$ cat src/rtl/branch_pkg.sv
// Shared encodings for the branch unit: status flag bit positions, branch
// condition codes and the evaluation FSM states.
package branch_pkg;

   localparam int ZF = 2;
   localparam int VF = 1;
   localparam int NF = 0;

   typedef enum logic [2:0] {
      B   = 3'b000,
      BEQ = 3'b001,
      BNE = 3'b010,
      BLT = 3'b011,
      BLE = 3'b100
   } cond_e;

   typedef enum logic [1:0] {
      IDLE = 2'd0,
      EVAL = 2'd1,
      DONE = 2'd2
   } state_e;

endpackage

$ cat src/rtl/branch_unit_cond_eval.sv
// Pure combinational condition check: decides take from {Z,V,N} flags and a
// condition code, and flags the reserved codes as illegal.
module cond_eval
   import branch_pkg::*;
(
   input  logic [2:0] flags_i,
   input  logic [2:0] cond_i,
   output logic       take_o,
   output logic       cond_err_o
);

   logic z, v, n, lt;

   assign z  = flags_i[ZF];
   assign v  = flags_i[VF];
   assign n  = flags_i[NF];
   assign lt = n ^ v;

   always_comb begin
      take_o     = 1'b0;
      cond_err_o = 1'b0;
      case (cond_i)
         B:       take_o = 1'b1;
         BEQ:     take_o = z;
         BNE:     take_o = ~z;
         BLT:     take_o = lt;
         BLE:     take_o = lt | z;
         // Reserved codes never branch.
         default: cond_err_o = 1'b1;
      endcase
   end

endmodule

$ cat src/rtl/branch_unit.sv
// Branch resolution unit: status register, a three-state IDLE/EVAL/DONE
// evaluator with fixed latency, and the next-PC adder.
module branch_unit
   import branch_pkg::*;
#(
   parameter int PC_W   = 9,
   parameter int DATA_W = 16
) (
   input  logic              clk,
   input  logic              reset,
   input  logic              loads,
   input  logic [2:0]        Z_in,
   input  logic              br_req,
   input  logic [2:0]        cond,
   input  logic [PC_W-1:0]   pc_in,
   input  logic [DATA_W-1:0] sximm8,
   output logic [2:0]        status,
   output logic              br_busy,
   output logic              br_done,
   output logic              take,
   output logic [PC_W-1:0]   pc_next,
   output logic              cond_err,
   output logic [1:0]        state_dbg
);

   state_e          state_q, state_d;
   logic            accept;
   logic [2:0]      status_q;
   logic [2:0]      flags_q;
   logic [2:0]      cond_q;
   logic [PC_W-1:0] pc_q;
   logic [PC_W-1:0] off_q;
   logic            take_q;
   logic            cond_err_q;
   logic [PC_W-1:0] pc_next_q;
   logic            eval_take;
   logic            eval_err;
   logic [PC_W-1:0] pc_plus1;
   logic [PC_W-1:0] pc_target;

   // Only the low PC_W offset bits matter once the sum wraps mod 2^PC_W.
   generate
      if (DATA_W > PC_W) begin : g_off_hi
         logic unused_off_hi;
         assign unused_off_hi = ^sximm8[DATA_W-1:PC_W];
      end
   endgenerate

   always_comb begin
      state_d = state_q;
      accept  = 1'b0;
      case (state_q)
         IDLE: begin
            if (br_req) begin
               accept  = 1'b1;
               state_d = EVAL;
            end
         end
         EVAL:    state_d = DONE;
         DONE:    state_d = IDLE;
         default: state_d = IDLE;
      endcase
   end

   always_ff @(posedge clk or posedge reset) begin
      if (reset) begin
         state_q <= IDLE;
      end else begin
         state_q <= state_d;
      end
   end

   always_ff @(posedge clk or posedge reset) begin
      if (reset) begin
         status_q <= 3'b000;
      end else if (loads) begin
         status_q <= Z_in;
      end
   end

   // Flags written in the accepting cycle are forwarded so a compare and its
   // branch may issue together.
   always_ff @(posedge clk or posedge reset) begin
      if (reset) begin
         flags_q <= 3'b000;
         cond_q  <= 3'b000;
         pc_q    <= '0;
         off_q   <= '0;
      end else if (accept) begin
         flags_q <= loads ? Z_in : status_q;
         cond_q  <= cond;
         pc_q    <= pc_in;
         off_q   <= sximm8[PC_W-1:0];
      end
   end

   cond_eval u_cond_eval (
      .flags_i    (flags_q),
      .cond_i     (cond_q),
      .take_o     (eval_take),
      .cond_err_o (eval_err)
   );

   assign pc_plus1  = pc_q + PC_W'(1);
   assign pc_target = pc_plus1 + off_q;

   always_ff @(posedge clk or posedge reset) begin
      if (reset) begin
         take_q     <= 1'b0;
         cond_err_q <= 1'b0;
         pc_next_q  <= '0;
      end else if (state_q == EVAL) begin
         take_q     <= eval_take;
         cond_err_q <= eval_err;
         pc_next_q  <= eval_take ? pc_target : pc_plus1;
      end
   end

   assign status    = status_q;
   assign br_busy   = (state_q != IDLE);
   assign br_done   = (state_q == DONE);
   assign take      = take_q;
   assign pc_next   = pc_next_q;
   assign cond_err  = cond_err_q;
   assign state_dbg = state_q;

endmodule

$ cat config.mk
export PLATFORM = sky130hd
export DESIGN_NAME = branch_unit
export DESIGN_NICKNAME = d
export VERILOG_FILES = /design/src/rtl/branch_pkg.sv /design/src/rtl/branch_unit_cond_eval.sv /design/src/rtl/branch_unit.sv
export SDC_FILE = /design/constraint.sdc
export NUM_CORES = 1
export LEC_CHECK = 0
export CAP_MARGIN = 20
export CORE_MARGIN = 4
export CORE_UTILIZATION = 40
export CTS_CLUSTER_SIZE = 40
export DETAILED_ROUTE_END_ITERATION = 7
export PLACE_DENSITY = 0.68
export SLEW_MARGIN = 15
export SYNTH_ARGS = -nofsm -noshare
export SYNTH_HDL_FRONTEND = slang
export SYNTH_HIERARCHICAL = 1
export SYNTH_SLANG_ARGS = --single-unit
$ cat constraint.sdc
create_clock -name clk -period 4.5 [get_ports clk]
set_input_delay 0.45 -clock clk [delete_from_list [all_inputs] [get_ports clk]]
set_output_delay 0.45 -clock clk [all_outputs]
set_load 0.02 [all_outputs]
==> metrics.cfg, run 1 <==
[placed_design]
dp_hpwl_um=2930
place_congestion=0.859
port_buffers=45

[status]
status=finished clean

[logic_synthesis]
synth_ff_type=dfrtp_1
ys_warn_count=6
syn-num-nets=238
synth_edf_count=0
yosys.cell_types.count=35
syn_inst=192
syn-cell-area_um2=2070
seq_area_frac_synth_pct=48.3
yosys_register_bits=40
synth_top_cell_by_area=dfrtp_1
yosysMostFrequentCell=dfrtp_1
avgSynthCellArea_um2=10.8
synthTopCellsByCount=dfrtp_1 (40), nand2_1 (25), nor2_1 (15)
yosysTopAreaCellShare_pct=48.3
async_flop_share_pct=100
yosys-top-cells-area=dfrtp_1 (48%), mux2_1 (7.1%), ha_1 (6.0%), mux2_2 (6.0%), nand2_1 (4.5%)

[routing]
wl_met2_um=1700
post-route-drc-count=0
drt_iter0_drc=45
route.met3.wl_um=161
finalWirelength_um=3800
top_layer_used=met4
via_per_inst=4.71
drt-met1-wl_um=1850
vias=1456
wl_per_cell_um=12.3
final_antenna_net_count=0
first_pass_iters=4

[power_and_ir_drop]
power_leakage_nw=1.15
share_comb_of_total_power_pct=47.0
p_seq_share_pct=35.0
p_clk_share_pct=18.0
total_power_mw=1.56
p_sw_uw=568
ir_worst_vdd_uv=211
p_per_area_nw_per_um2=577
intPower_uw=988
swShare_pct=36.5

[sta]
fin_setup_tns_ps=0
grt_setup_unrepaired=false
layout_worst_path_cycle_share_pct=52.3
setup_viol=0
relSlewSlack_pct=49.4
finalClockSkew_ps=5.77
final_max_slew_viol_count=0
worst_pin_slew_ps=757
clock.fmax_mhz=425
hold_viol_final=0
finalCriticalPeriod_ps=2360

[clocking]
clk_latency_ps=290
clk_path_buf_depth=2
cts_tree=yes
path_clk_slew_ps=70
holdBufCountCts=0
cts_made_buffers=5
cts_sinks=40
htree_levels=2
cts-root-buf=clkbuf_8
cts_setup_buffers=0
cts_resized=0

[critical_path]
cpMaxStageDelayCell=dfrtp_1
slowest_delay_ps=420
arrival_ps=2560
crit_type=flop to flop
end_kind=flop
crit_chain=ha_1 -> xor2_1 -> ha_1 -> nor2b_4 -> o31a_1 -> o221ai_2 -> xnor2_1 -> a21oi_1 -> o31ai_2
cp-start-kind=flop
crit_required_ps=4700
critPathMaxFanout=4
path_common_cell=ha_1

[global_route]
grt_use_total_pct=13.1
antenna_found_initial=0
grt_pass1_wl_um=6450
grt_overflow=0
grt_pass1_vias=1416
grt_max_degree=41

[cells_and_area]
final_nets=287
syn_to_final_growth_pct=30.0
drive_above_1_share_pct=10.3
diodes=0

[floorplanning]
die_area_um2=6400
coreArea_um2=4880
chipHeight_um=80.0
die_w_um=80.0
start_util_pct=42.5
ioPinCount=53
rows=25

[worst_hold_path]
hold_class=flop to flop

[run]
maxCapViolations=0

==> flip-flops by register name (all words and copies together) (netlist names) <==
name	flops
take	1
status	3
pc_q	9
cond_err	1
pc_next	9
state_dbg	2
off_q	9
flags_q	3
cond_q	3
==> cells in the final DEF (no fill, tap or decap), types with 2 or more instances in the layout <==
master           Yosys  layout
a21oi_1              8       8
a22oi_1              2       2
a31oi_1              3       3
clkbuf_8             0       5
clkdlybuf4s50_1      0      45
dfrtp_1             40      40
ha_1                10      10
inv_1                9       9
mux2_1              13      13
mux2_2              11      11
nand2_1             25      25
nand3_1              4       4
nor2_1              15      15
nor2b_1              2       2
nor3_1               2       2
o21ai_0             10      10
o21ai_1              4       4
o21bai_1             2       2
xnor2_1              8       8
xor2_1               5       5
==> layer usage <==
metal / GRT usage, % / up-vias
li1: - / 759
met1: 17.7 / 657
met2: 20.2 / 33
met3: 2.71 / 7
met4: 6.08 / 0
met5: 0 / -
==> metrics by stage <==
stage	hold WS, ps	instance area [µm²]	util [%]	setup WS, ps	std cells
2_1_floorplan	462	2070	-	2360	192
3_3_place_gp	462	2590	53.1	2170	301
3_5_place_dp	465	2590	53.1	2150	301
4_1_cts	485	2700	55.3	2140	309
5_1_grt	519	2700	55.3	1950	309
6_report	473	2700	55.3	2140	309
==> logic make-up (layout without fill, tap and decap cells) <==
group	Yosys count	after routing	synth area share (%)
buffers and inverters	14	64	3.08
AOI/OAI and AO/OA	34	34	10.1
xor gates and xnor gates	14	14	6.27
DFF	40	40	48.3
muxes	24	24	13.0
and+or+nand+nor	55	55	12.2
adders and majority gates	11	11	7.00
==> worst max-delay path, delay by kind of cell, from the launching register on <==
kind | cells | cell delay [ps]
compound gates | 4 | 780
fa+ha+maj | 2 | 560
xor+xnor | 2 | 380
flops | 1 | 420
simple gates | 1 | 150
==> cell type report <==
class,count,area [µm²]
fillers,458,2180
multi-input cells,138,1010
flip-flops and latches,40,1000
repair buffers,46,458
well taps,67,83.8
clock buffers,6,72.6
inverters,10,37.5
clock inverters,2,35.0
==> power by group through the flow <==
stage          registers [mW]  logic (mW)  clock network [mW]
2_1_floorplan           0.603       0.457                   0
3_3_place_gp            0.549       0.721                   0
3_5_place_dp            0.554       0.732                   0
4_1_cts                 0.546       0.736               0.293
5_1_grt                 0.562       0.819               0.304
6_report                0.545       0.730               0.280
==> final timing paths <==
path | startpoint | to | slack (ps) | depth (start not counted)
max | pc_q[0]$_DFFE_PP0P_ | pc_next[8]$_DFFE_PP0N_ | 2140 | 9
min | cond_err$_DFFE_PP0N_ | cond_err$_DFFE_PP0N_ | 470 | 2
max reg2reg | pc_q[0]$_DFFE_PP0P_ | pc_next[8]$_DFFE_PP0N_ | 2140 | 9
min reg2reg | cond_err$_DFFE_PP0N_ | cond_err$_DFFE_PP0N_ | 470 | 2
max in group asynchronous | reset | pc_next[0]$_DFFE_PP0N_ | 3580 | 3
min in group asynchronous | reset | flags_q[0]$_DFFE_PP0P_ | 570 | 3
(Power assumes the default switching activity.)
==> run 2, diff against run 1 <==
- clock period: 4.5 -> 2.37 ns (I/O delays scaled with it)
==> metrics.cfg, run 2 (synthesis results as in run 1) <==
[critical_path]
crit_chain=buf_4 -> nand3_2 -> xnor2_2 -> ha_4 -> o21a_1 -> o31a_1 -> o221ai_2 -> xnor2_2 -> and3_1 -> o31ai_2
critPathMaxFanout=4
r2r_start=pc_q[0]$_DFFE_PP0P_
arrival_ps=2500
crit_type=flop to flop
slowest_delay_ps=410
end_kind=flop
cpLargestDelayFamily=compound AO/OA/AOI/OAI gates
crit_required_ps=2580
crit_buf_inv=1
cp-start-kind=flop
path_common_cell=xnor2_2
crit_start=pc_q[0]$_DFFE_PP0P_
cpMaxStageDelayCell=dfrtp_2

[cells_and_area]
finalNonFillerCells=316
layout_common_cells=clkdlybuf4s50_1 (45), dfrtp_1 (37), nand2_1 (25)
syn_to_final_growth_pct=37.3
final_util_pct=58.4
drive_above_1_share_pct=18.5
diodes=0
layout_commonest_cell=clkdlybuf4s50_1
fin_area_um2=2850
final_nets=294

[global_route]
grt_overflow=0
grt_pass1_vias=1508
grt_pass1_wl_um=6910
antenna_found_initial=0
grt_use_total_pct=14.0
grt_max_degree=41

[run]
maxCapViolations=0

[sta]
layout_worst_path_cycle_share_pct=96.9
worst_pin_slew_ps=498
finalClockSkew_ps=5.80
clock.fmax_mhz=436
relSlewSlack_pct=66.8
finalCriticalPeriod_ps=2300
hold_viol_final=0
final_max_slew_viol_count=0
setup_viol=0
whs_ps=364
grt_setup_unrepaired=true

[floorplanning]
die_area_um2=6400
ioPinCount=53
start_util_pct=42.5
coreArea_um2=4880
rows=25
chipHeight_um=80.0
die_w_um=80.0

[clocking]
path_clk_slew_ps=80
cts_made_buffers=5
cts-root-buf=clkbuf_8
clk_latency_ps=290
cts_tree=yes
htree_levels=2
clk_path_buf_depth=2
cts_sinks=40
holdBufCountCts=0

[placed_design]
dp_hpwl_um=3010
place_area_um2=2600
port_buffers=45
dp_cells=302
place_congestion=0.873

[routing]
first_pass_iters=4
final_antenna_net_count=0
drt-met1-wl_um=1930
via_per_inst=4.78
wl_met2_um=1950
top_layer_used=met4
wl_per_cell_um=13.0
drt_iter0_drc=48
finalWirelength_um=4110
route.met3.wl_um=161
vias=1511
post-route-drc-count=0

[power_and_ir_drop]
p_clk_share_pct=17.3
power_leakage_nw=1.21
intPower_mw=1.99
p_per_area_nw_per_um2=1100
ir_worst_vdd_uv=437
p_sw_mw=1.15
p_seq_share_pct=33.8
total_power_mw=3.14
share_comb_of_total_power_pct=48.9
swShare_pct=36.6

[worst_hold_path]
hold_class=input pin to asynchronous set/reset pin

[status]
status=finished clean

-- run 2: changes by cell type in the layout (fill, tap and decap cells not counted), sizes merged --
cell  change
buf       +7
-- run 2: layer usage --
| metal | vias up | track usage [%] |
|---|---|---|
| met1 | 707 | 18.8 |
| met3 | 6 | 3.72 |
| met2 | 32 | 21.4 |
| met5 | - | 0 |
| li1 | 766 | - |
| met4 | 0 | 5.57 |
-- run 2: per-stage QoR --
step	TNS, ps	setup slack, ps
floorplan	0	225
global placement	0	52.8
CTS	0	11.7
detailed placement	0	26.6
global route	-77.9	-77.9
finish	0	74.2
-- run 2: power by group through the flow --
stage	Sequential [mW]	Clock, mW	Combinational (mW)
after floorplan	1.14	0	0.868
after global placement	1.04	0	1.37
after global routing	1.09	0.585	1.74
after detailed placement	1.05	0	1.40
after CTS	1.04	0.561	1.41
final	1.06	0.543	1.54
-- run 2: worst min-delay path, delay by kind of cell --
family / cells / cell delay (ps)
buffers and inverters: 3 / 870
-- run 2: repair_timing --
action,4_1_cts,5_1_grt
gates cloned,0,0
pin swaps,0,6
hold endpoints to repair,0,0
resized for setup,1,15
setup buffers,0,6
endpoints found under the setup margin,1,2
-- run 2: layout make-up --
| type | count | area (µm²) |
|---|---|---|
| clock buffers | 6 | 72.6 |
| clock inverters | 2 | 35.0 |
| fillers | 439 | 2030 |
| inverters | 10 | 37.5 |
| multi-input cells | 138 | 1100 |
| flip-flops and latches | 40 | 1000 |
| well taps | 67 | 83.8 |
| repair buffers | 53 | 510 |
-- run 2: worst paths after layout --
| kind | end | slack, ps | cells after the start |
|---|---|---|---|
| worst max-delay path | pc_next[8]$_DFFE_PP0N_ | 70 | 10 |
| worst min-delay path | off_q[5]$_DFFE_PP0P_ | 360 | 3 |
| worst max register to register | pc_next[8]$_DFFE_PP0N_ | 70 | 10 |
| worst min register to register | cond_err$_DFFE_PP0N_ | 470 | 2 |
| max in group asynchronous | pc_q[0]$_DFFE_PP0P_ | 1630 | 3 |
| min in group clk | cond_err$_DFFE_PP0N_ | 470 | 2 |
==> run 3, diff against run 2 <==
- GPL_ROUTABILITY_DRIVEN: default -> 0
==> results of run 3 <==
Same layout as run 2: the final DEF is identical, and so are final timing and power.
